<file path="config.mk">
export PLATFORM = sky130hd
export DESIGN_NAME = crc_stream
export DESIGN_NICKNAME = d
export VERILOG_FILES = /design/src/rtl/crc_stream.sv
export SDC_FILE = /design/constraint.sdc
export NUM_CORES = 1
export LEC_CHECK = 0
export ABC_AREA = 1
export CORE_MARGIN = 4
export CORE_UTILIZATION = 47
export CTS_CLUSTER_DIAMETER = 200
export DETAILED_ROUTE_END_ITERATION = 12
export GPL_ROUTABILITY_DRIVEN = 0
export PLACE_DENSITY_LB_ADDON = 0.15
export SLEW_MARGIN = 30
export SYNTH_ARGS = -nofsm -noshare
export SYNTH_HDL_FRONTEND = slang
export SYNTH_SLANG_ARGS = --single-unit
</file>
<file path="constraint.sdc">
create_clock -name clk_i -period 7.6 [get_ports clk_i]
set_input_delay 2.28 -clock clk_i [delete_from_list [all_inputs] [get_ports clk_i]]
set_output_delay 2.28 -clock clk_i [all_outputs]
set_load 0.01 [all_outputs]
</file>
<file path="src/rtl/crc_stream.sv">
// crc_stream: framed, handshaked multi-lane CRC generator/checker.
// Folds up to DATA_BYTES bytes per accepted beat into the CRC register,
// presents the final CRC plus an expected-CRC compare on a result handshake.
module crc_stream #(
  parameter logic [63:0] POLY       = 64'h8005,
  parameter int unsigned CRC_SIZE   = 16,
  parameter int unsigned DATA_BYTES = 4,
  parameter logic [63:0] INIT       = 64'h0000,
  parameter bit          REF_IN     = 1'b1,
  parameter bit          REF_OUT    = 1'b1,
  parameter logic [63:0] XOR_OUT    = 64'hFFFF
) (
  input  logic                                clk_i,
  input  logic                                rst_n_i,
  input  logic                                soft_reset_i,
  input  logic                                s_valid_i,
  output logic                                s_ready_o,
  input  logic [8*DATA_BYTES-1:0]             s_data_i,
  input  logic                                s_last_i,
  input  logic [$clog2(DATA_BYTES+1)-1:0]     s_bytes_i,
  input  logic [CRC_SIZE-1:0]                 exp_crc_i,
  output logic                                res_valid_o,
  input  logic                                res_ready_i,
  output logic [CRC_SIZE-1:0]                 crc_o,
  output logic                                crc_ok_o,
  output logic                                busy_o
);

  function automatic logic [CRC_SIZE-1:0] bit_rev(input logic [CRC_SIZE-1:0] v);
    logic [CRC_SIZE-1:0] r;
    r = '0;
    for (int unsigned i = 0; i < CRC_SIZE; i++) begin
      r[i] = v[CRC_SIZE-1-i];
    end
    return r;
  endfunction

  localparam logic [CRC_SIZE-1:0] POLY_N = POLY[CRC_SIZE-1:0];
  localparam logic [CRC_SIZE-1:0] POLY_R = bit_rev(POLY[CRC_SIZE-1:0]);
  localparam logic [CRC_SIZE-1:0] INIT_V = INIT[CRC_SIZE-1:0];
  localparam logic [CRC_SIZE-1:0] XOR_V  = XOR_OUT[CRC_SIZE-1:0];

  // One byte through the bit-serial LFSR, eight steps unrolled.
  function automatic logic [CRC_SIZE-1:0] fold_byte(input logic [CRC_SIZE-1:0] c,
                                                    input logic [7:0]          b);
    logic [CRC_SIZE-1:0] r;
    logic                fb;
    r = c;
    for (int unsigned k = 0; k < 8; k++) begin
      if (REF_IN) begin
        fb = r[0] ^ b[k];
        r  = r >> 1;
        if (fb) r = r ^ POLY_R;
      end else begin
        fb = r[CRC_SIZE-1] ^ b[7-k];
        r  = r << 1;
        if (fb) r = r ^ POLY_N;
      end
    end
    return r;
  endfunction

  // The register is only reversed when input and output reflection disagree.
  function automatic logic [CRC_SIZE-1:0] finalize(input logic [CRC_SIZE-1:0] r);
    logic [CRC_SIZE-1:0] t;
    t = (REF_OUT != REF_IN) ? bit_rev(r) : r;
    return t ^ XOR_V;
  endfunction

  typedef enum logic [1:0] {IDLE, ACCUM, RESULT} state_e;

  state_e              state_q, state_d;
  logic [CRC_SIZE-1:0] crc_q, crc_d;
  logic [CRC_SIZE-1:0] crc_out_q, crc_out_d;
  logic                crc_ok_q, crc_ok_d;
  logic                rdy_en_q;
  logic                accept;

  logic [CRC_SIZE-1:0] acc;
  logic [CRC_SIZE-1:0] crc_full;
  logic [CRC_SIZE-1:0] crc_part;
  logic [CRC_SIZE-1:0] crc_fin;
  int unsigned         n_lanes;

  // Lane chain: crc_full folds every lane, crc_part stops after n_lanes.
  always_comb begin
    n_lanes = DATA_BYTES;
    if (s_bytes_i != '0 && 32'(s_bytes_i) <= DATA_BYTES) n_lanes = 32'(s_bytes_i);
    acc      = crc_q;
    crc_part = crc_q;
    for (int unsigned i = 0; i < DATA_BYTES; i++) begin
      acc = fold_byte(acc, s_data_i[8*i +: 8]);
      if (i + 1 == n_lanes) crc_part = acc;
    end
    crc_full = acc;
    crc_fin  = finalize(crc_part);
  end

  // State register.
  always_ff @(posedge clk_i or negedge rst_n_i) begin
    if (!rst_n_i) state_q <= IDLE;
    else          state_q <= state_d;
  end

  // Next-state logic; soft reset overrides everything.
  always_comb begin
    state_d = state_q;
    if (soft_reset_i) begin
      state_d = IDLE;
    end else begin
      unique case (state_q)
        IDLE, ACCUM: if (accept) state_d = s_last_i ? RESULT : ACCUM;
        RESULT:      if (res_ready_i) state_d = IDLE;
        default:     state_d = IDLE;
      endcase
    end
  end

  // Handshake and status outputs.
  always_comb begin
    s_ready_o   = rdy_en_q && (state_q != RESULT) && !soft_reset_i;
    res_valid_o = (state_q == RESULT);
    busy_o      = (state_q != IDLE);
    accept      = s_valid_i && s_ready_o;
    crc_o       = crc_out_q;
    crc_ok_o    = crc_ok_q;
  end

  // Datapath next values: register reloads INIT on abort or frame end.
  always_comb begin
    crc_d     = crc_q;
    crc_out_d = crc_out_q;
    crc_ok_d  = crc_ok_q;
    if (soft_reset_i) begin
      crc_d = INIT_V;
    end else if (accept) begin
      if (s_last_i) begin
        crc_d     = INIT_V;
        crc_out_d = crc_fin;
        crc_ok_d  = (crc_fin == exp_crc_i);
      end else begin
        crc_d = crc_full;
      end
    end
  end

  // Datapath registers; rdy_en_q keeps s_ready_o low while reset is held.
  always_ff @(posedge clk_i or negedge rst_n_i) begin
    if (!rst_n_i) begin
      crc_q     <= INIT_V;
      crc_out_q <= '0;
      crc_ok_q  <= 1'b0;
      rdy_en_q  <= 1'b0;
    end else begin
      crc_q     <= crc_d;
      crc_out_q <= crc_out_d;
      crc_ok_q  <= crc_ok_d;
      rdy_en_q  <= 1'b1;
    end
  end

endmodule
</file>
=== After elaboration in Yosys (flattened, before gate mapping) ===
Index checks and enable logic that the tools add are counted.

* $add $sub $neg: 0
* $mul: 0
* Divide/modulo/power cells: 0
* Order comparisons: 1
* Equal/unequal tests: 10
* Shifts and indexed selects: 0
* Muxes and demuxes: 45
* Bitwise gates (word level): 66
* Reductions and logical operators: 12

{| class="wikitable"
|+ Operators by type and width
! operator !! number
|-
| $mux 16 || 39
|-
| $not 2->3 || 32
|-
| $xor 1x1->1 || 32
|-
| $eq 16x16->1 || 1
|-
| $not 16->16 || 1
|-
| $mux 2 || 4
|-
| $eq 2x3->1 const A || 2
|-
| $logic_and 1x1->1 || 4
|-
| $pmux 2 s2 || 1
|-
| $reduce_bool 2->1 || 2
|-
| $eq 1x3->1 const A || 1
|-
| $eq 3x3->1 const A || 1
|-
| $le 3x3->1 const B || 1
|-
| $mux 3 || 1
|-
| $ne 3x2->1 const B || 1
|-
| $ne 3x3->1 const B || 1
|-
| $reduce_and 3->1 || 1
|-
| $reduce_bool 3->1 || 1
|-
| $eq 2x1->1 const B || 1
|-
| $eq 2x2->1 const B || 1
|-
| $logic_not 2->1 || 1
|-
| $ne 2x2->1 const B || 1
|-
| $reduce_and 2->1 || 1
|-
| $reduce_or 2->1 || 1
|-
| other kinds (2) || 2
|}

* Bits in registers: 36
* Latch bits: 0
* Memory bits (writable): 0
* Bits in read-only memories: 0
* Bits of input ports: 57
* Output and inout bits: 20
* Word-level logic and storage cells: 139
* Memories kept: 0

=== Depth between registers and ports, before layout ===
* Word-level depth: 67
* Mapped depth: 48
* Mapped depth without buffers: 48

=== Worst setup path before layout ===
Ideal clock, no wire load.

* Path type: input to register
* Start: input port s_data_i[0]
* End: register crc_ok_q (netlist: crc_ok_o)
* Setup time: 0.117 ns
* Data arrival time: 5.651 ns
* Data required time: 7.483 ns
* Setup slack: 1.831 ns
* Cell stages on the path: 46
* Buffers on the path: 0
* Path through: inv_1 nand2_1 nand2_2 nand2_4 nand2_2 nand2_2 nand2_2 nand2_1 nand3_2 nand2_2 nand2_2 nand3_2 nand2_4 nand2_1 nand3_2 nand2_2 nand2_1 nand3_2 [... 10 more ...] nand2_2 nand2_2 nand2_2 nand2_2 nand2_2 nand2_2 nand2_2 nand2_2 nand3_1 nand3_2 nand2_2 nand2_1 nand3_2 nand2_1 nand2_1 nand2_1 nand3_1 nand2_1

* Longest elaborated chain between the ends: 67
* Elaborated cells on any way between the ends: 100
* Those cells by class: 1 x eq/ne; 36 x mux; 63 x bitwise

{| class="wikitable"
|+ RTL lines
! element !! line !! source
|-
| start: declaration || 18 || <nowiki>input logic [8*DATA_BYTES-1:0] s_data_i,</nowiki>
|-
| $xor 1x1->1 (*) || 51 || <nowiki>fb = r[0] ^ b[k];</nowiki>
|-
| $mux 16 (*) || 53 || <nowiki>if (fb) r = r ^ POLY_R;</nowiki>
|-
| $xor 1x1->1 || 51 ||
|-
| $mux 16 (*) || 53 ||
|-
| $xor 1x1->1 || 51 ||
|-
| $mux 16 (*) || 53 ||
|-
| $xor 1x1->1 || 51 ||
|-
| $mux 16 (*) || 53 ||
|-
| [... 51 more ...] || - ||
|-
| $mux 16 || 53 ||
|-
| $xor 1x1->1 || 51 ||
|-
| $mux 16 || 53 ||
|-
| $xor 1x1->1 || 51 ||
|-
| $mux 16 || 53 ||
|-
| $mux 16 (*) || 93 || <nowiki>if (i + 1 == n_lanes) crc_part = acc;</nowiki>
|-
| $not 16->16 (no line) (*) || - ||
|-
| $eq 16x16->1 (*) || 140 || <nowiki>crc_ok_d = (crc_fin == exp_crc_i);</nowiki>
|-
| end signal: assignment || 157 || <nowiki>crc_ok_q <= crc_ok_d;</nowiki>
|-
| end: declaration || 75 || <nowiki>logic crc_ok_q, crc_ok_d;</nowiki>
|}

Mark *: on every way between the ends. The rest lies on a longest branch, timed or not.
A chain may end at the register's enable or synchronous reset.

=== Worst setup path after layout ===
Same ends and word-level chain as after synthesis.

==> flow_metrics.py <==
metrics = {
    "timing": {
        "period_minus_slack_ps": 6720,
        "skew_ps": 8.21,
        "finalCritPeriodShare": 0.884,
        "hold_slack_ps": 483,
        "drv_slew": 0,
        "tns_ps": 0,
        "setup_viol": 0,
        "hold_violations": 0,
        "max_freq_ghz": 0.149,
        "tightest_slew_ps": 818,
        "rsz0062_at_grt": "no",
        "slew_headroom": 0.447,
    },
    "routing": {
        "wire_per_inst_um": 15.7,
        "vias": 3833,
        "vias_per_cell": 5.50,
        "first_pass_iters": 5,
        "antenna_left": 0,
        "first_iter_violations": 308,
        "wirelength_um": 10900,
        "drc": 0,
    },
    "logic_synthesis": {
        "syn_area_per_cell_um2": 6.95,
        "ys_warn_count": 0,
        "netlist-cell-type-count": 34,
        "syn-num-nets": 579,
        "syn-cell-area_mm2": 0.00362,
        "ys_seq_elements": 36,
        "synthCells": 521,
        "yosysSeqAreaShare": 0.249,
    },
    "job": {
        "drv_cap": 0,
    },
    "floorplan": {
        "core_area_mm2": 0.00737,
        "ioPinCount": 77,
        "die_area_mm2": 0.00918,
        "die_h_um": 95.8,
        "core.rowCount": 31,
        "start_util": 0.492,
        "fp.dieW_um": 95.8,
    },
    "setup_path": {
        "start_kind": "primary input",
        "reg2regPathDepth": 34,
        "setup.worst_path.end_class": "flop",
        "arrival_ps": 6950,
        "required_ps": 7840,
        "crit_slowest_cell": "clkdlybuf4s50_1",
        "cp_max_fo": 5,
        "worstSetupPathType": "primary input to flop",
        "cpMostUsedCell": "nand2_1",
        "max_stage_delay_ps": 500,
    },
    "clock_tree": {
        "root_buffer": "clkbuf_8",
        "clk_pin_slew_ps": 90,
        "ctsResizeCount": 0,
        "h-tree-depth": 2,
        "cts_max_path_buffers": 2,
        "cts_setup_buffers": 0,
        "clk_latency_ps": 300,
        "clock_sinks": 36,
        "cts_buffers": 5,
        "cts_hold_buf": 0,
        "cts_tree": "done",
    },
    "final_layout": {
        "antenna_cells": 0,
        "drive_gt1_frac": 0.130,
        "fin_cells": 697,
        "syn_to_final_growth_pct": 26.6,
        "nNetsFinal": 655,
        "num-fill-cells": 692,
        "final_area_mm2": 0.00459,
    },
    "global_route": {
        "antenna_found_initial": 0,
        "grt_pass1_wl_um": 16800,
        "grt_start_max_net_pins": 37,
        "grt-ovfl-total": 0,
        "grt_pass1_vias": 3476,
        "grt_usage": 0.238,
    },
    "placement": {
        "dp_hpwl_um": 8740,
        "placed_area_mm2": 0.00450,
        "portBuffers": 76,
        "dpl.cell_count": 689,
    },
    "worst_hold_path": {
        "hold_path_class": "flop to flop",
        "hold_depth": 1,
    },
    "run_status": {
        "status": "complete, no violations",
    },
}
path summary, 6_finish.rpt:
check	startpoint	endpoint	slack, ps
min	state_q[1]	state_q[0]	480
min reg2reg	state_q[1]	state_q[0]	480
min in group asynchronous	rst_n_i	crc_q[5]	1940
max reg2reg	crc_q[0]	crc_ok_o	2870
max in group asynchronous	rst_n_i	crc_o[10]	5280
max	s_data_i[0]	crc_ok_o	880
state kept, by name (all words and copies together), names as in the netlist:
| register | cells |
|---|---|
| crc_o | 16 |
| crc_ok_o | 1 |
| rdy_en_q | 1 |
| crc_q | 16 |
| state_q | 2 |
layout by cell type, fill, tap and decap left out, types with 2 or more instances in the layout:
master / instances
a21oi_1: 10
a31oi_1: 8
buf_4: 7
clkbuf_8: 5
clkdlybuf4s50_1: 75
clkinv_2: 2
dfrtp_1: 36
inv_1: 62
inv_2: 3
nand2_1: 102
nand2_2: 28
nand2_4: 6
nand3_1: 46
nand3_2: 18
nand3b_1: 3
nor2_1: 34
o211ai_1: 11
o21ai_0: 38
o221ai_1: 4
o22ai_1: 16
or2_2: 3
xnor2_1: 25
xnor2_2: 3
xor2_1: 39
xor2_2: 2
logic make-up after synthesis:
logic type / share of synthesized area
AND/OR/NAND/NOR: 0.339
AO/OA/AOI/OAI: 0.148
buffers and inverters: 0.0822
XOR/XNOR: 0.177
flip-flops: 0.249
adder cells (fa/ha/maj): 0.00345
other: 0.00103
final cells by class:
| cell class | instances | area (um2) | area share |
|---|---|---|---|
| Clock buffer | 5 | 68.8 | 0.0150 |
| Clock inverter | 3 | 18.8 | 0.00409 |
| Inverter | 66 | 248 | 0.0540 |
| Multi-Input combinational cell | 406 | 2420 | 0.528 |
| Sequential cell | 36 | 901 | 0.196 |
| Tap cell | 99 | 124 | 0.0270 |
| Timing Repair Buffer | 82 | 803 | 0.175 |
metal layers:
layer | part of all wire | global-route usage
met2 | 0.47 | 0.395
met1 | 0.41 | 0.311
met5 | 0 | 0
met4 | 0.024 | 0.0770
met3 | 0.097 | 0.0438
Yosys cell counts, drive strengths merged:
cell type,n,area [um2]
nand4,1,6.26
nand3b,3,22.5
o311ai,1,8.76
conb,1,3.75
xor2,41,374
and2,1,6.26
buf,1,5.00
inv,65,244
clkbuf,12,45.0
xnor2,28,268
ha,1,12.5
a21oi,10,50.1
o22ai,16,100
o21bai,1,7.51
clkinv,1,3.75
nand2,136,626
o32ai,1,8.76
o211ai,11,82.6
or2,3,18.8
o221ai,4,35.0
o21ai,39,195
nand3,64,410
nor4,1,6.26
dfrtp,36,901
nor3,1,5.00
a31oi,8,50.1
nor2,34,128
through the flow:
stage	setup WS (ps)	utilization
after floorplan	1830	-
after global placement	760	0.610
after detailed placement	646	0.610
after CTS	938	0.622
after global routing	445	0.623
final	885	0.623
worst max-delay path: cells and delay by family:
kind	cells	cell delay, ps
XOR/XNOR	4	1260
buffers and inverters	2	560
AND/OR/NAND/NOR	26	2470
AO/OA/AOI/OAI	2	370
Power is left out: the tool's default activity adds up to more than one toggle a clock period on the data nets, which glitch-free logic cannot reach.
==> patch, RTL diff (config.mk and constraints unchanged) <==
Re-encode `state_e` (3 states) as one-hot, 3 bits wide.
--- a/src/rtl/crc_stream.sv
+++ b/src/rtl/crc_stream.sv
@@ -68,5 +68,5 @@
   endfunction
 
-  typedef enum logic [1:0] {IDLE, ACCUM, RESULT} state_e;
+  typedef enum logic [2:0] {IDLE = 3'b001, ACCUM = 3'b010, RESULT = 3'b100} state_e;
 
   state_e              state_q, state_d;
Behaviour: same outputs for any inputs over 4 cycles, from zero or initial values and one cycle with rst_n_i low; so few cycles prove little.
==> patch against the unedited design <==
Setup slack lost 0.62 ns; design area grew 25%; sequential cell count rose by 1; utilization rose by 6.6 points; sequential share of layout area down 3.5 points; clock skew rose by 0.0027 ns; routed wire length increased by 25%; synthesized area increased by 13%; highest routed layer unchanged.
Power is not shown: default switching activity piles up to over one toggle a cycle in this logic, so the estimate is an artifact.
==> patch: results (changes against the unedited design) <==
[global_routing]
grt_use_met3_pct = 4.06  ; -0.32 points
grt_first_pass_wirelength_um = 20400  ; +21%
grt_util_all_layers_pct = 25.0  ; +1.2 points
grt_pass1_vias = 4239  ; +22%
met1_usage_pct = 33.5  ; +2.3 points
use_met2_pct = 41.8  ; +2.2 points

[clock_network]
clk_pin_slew_ns = 0.07  ; -0.02 ns
clock_path_buffers = 2  ; unchanged

[floorplanning]
die_x_um = 101  ; +5.7%

[placement]
dp.cells = 796  ; +16%
post-dp-hpwl_um = 10200  ; +17%
postPlaceCellArea_mm2 = 0.00512  ; +14%
dpl_worst_slack_ns = -0.309  ; -0.955 ns

[cells_and_area]
fin_nets = 769  ; +17%
clk_share_pct = 1.94  ; +0.030 points
inverters = 77  ; +17%
nMultiInputCombCells = 474  ; +17%
drive_gt1_share_pct = 24.4  ; +11 points
sh_seq_area_pct = 16.1  ; -3.5 points
fin_cells = 817  ; +17%
layout.nonclk_buf_share_pct = 18.4  ; +0.86 points
fillerInstances = 680  ; -1.7%
nClkBuffers = 6  ; +1
multi_input_area_mm2 = 0.00323  ; +33%

[worst_setup_path]
required_ns = 7.78  ; -0.06 ns
crit_path_top_delay_cell = nand3_1

[synth]
synthCells = 602  ; +16%
synth-xor-area-share_pct = 13.3  ; -4.4 points
synth_top_cells_by_count = 139 x nand2_1, 73 x inv_1, 73 x nand3_1, 43 x o21ai_0, 36 x dfrtp_1
syn_nets = 660  ; +14%
synthTopCellsByArea = dfrtp_1 22%, nand2_1 13%, nand3_1 8.9%
synth_compound_area_share_pct = 12.8  ; -2.1 points
synth_adder_area_share_pct = 0.306  ; -0.039 points
yosysSeqAreaShare_pct = 22.7  ; -2.2 points
ys_types = 40  ; +18%

[outcome]
status = completed

[timing]
tightest_slew_ns = 0.796  ; -0.0228 ns
finClkSkew_ns = 0.0109  ; +0.00270 ns

[detailed_routing]
met2WireLength_um = 6560  ; +28%
drt-initial-drc-count = 452  ; +47%
wl_met1_um = 5430  ; +20%
wl_um = 13700  ; +25%
vias = 4612  ; +20%

[min_path]
min_from = crc_o[13]

==> patch: final timing paths <==
check                             end  cells after the start  slack, ns
min reg2reg                 crc_o[13]                      2       0.48
max                          crc_ok_o                     58       0.26
max reg2reg                  crc_ok_o                     56       1.87
min                         crc_o[13]                      2       0.48
max in group asynchronous  state_q[0]                      2       4.83
min in group asynchronous    rdy_en_q                      2       2.41
==> patch: repair_timing <==
item	in CTS	in global routing
pin swaps	0	29
setup buffers	0	13
hold endpoints to repair	0	0
resized for setup	1	89
hold buffers	0	0
endpoints found under the setup margin	1	14
==> patch: per-stage QoR <==
stage	hold slack (ns)	util, %	setup TNS, ns
final	0.482	68.9	0
after global routing	0.509	68.9	-0.332
after CTS	0.485	62.8	0
after detailed placement	0.465	61.4	-0.872
after global placement	0.466	61.4	-0.0771
after floorplan	0.502	-	0
==> patch: worst min-delay path, stage by stage, from the launching register on <==
cell and delay [ns]:
dfrtp_1 0.35, nand2_1 0.05, nand2_1 0.05
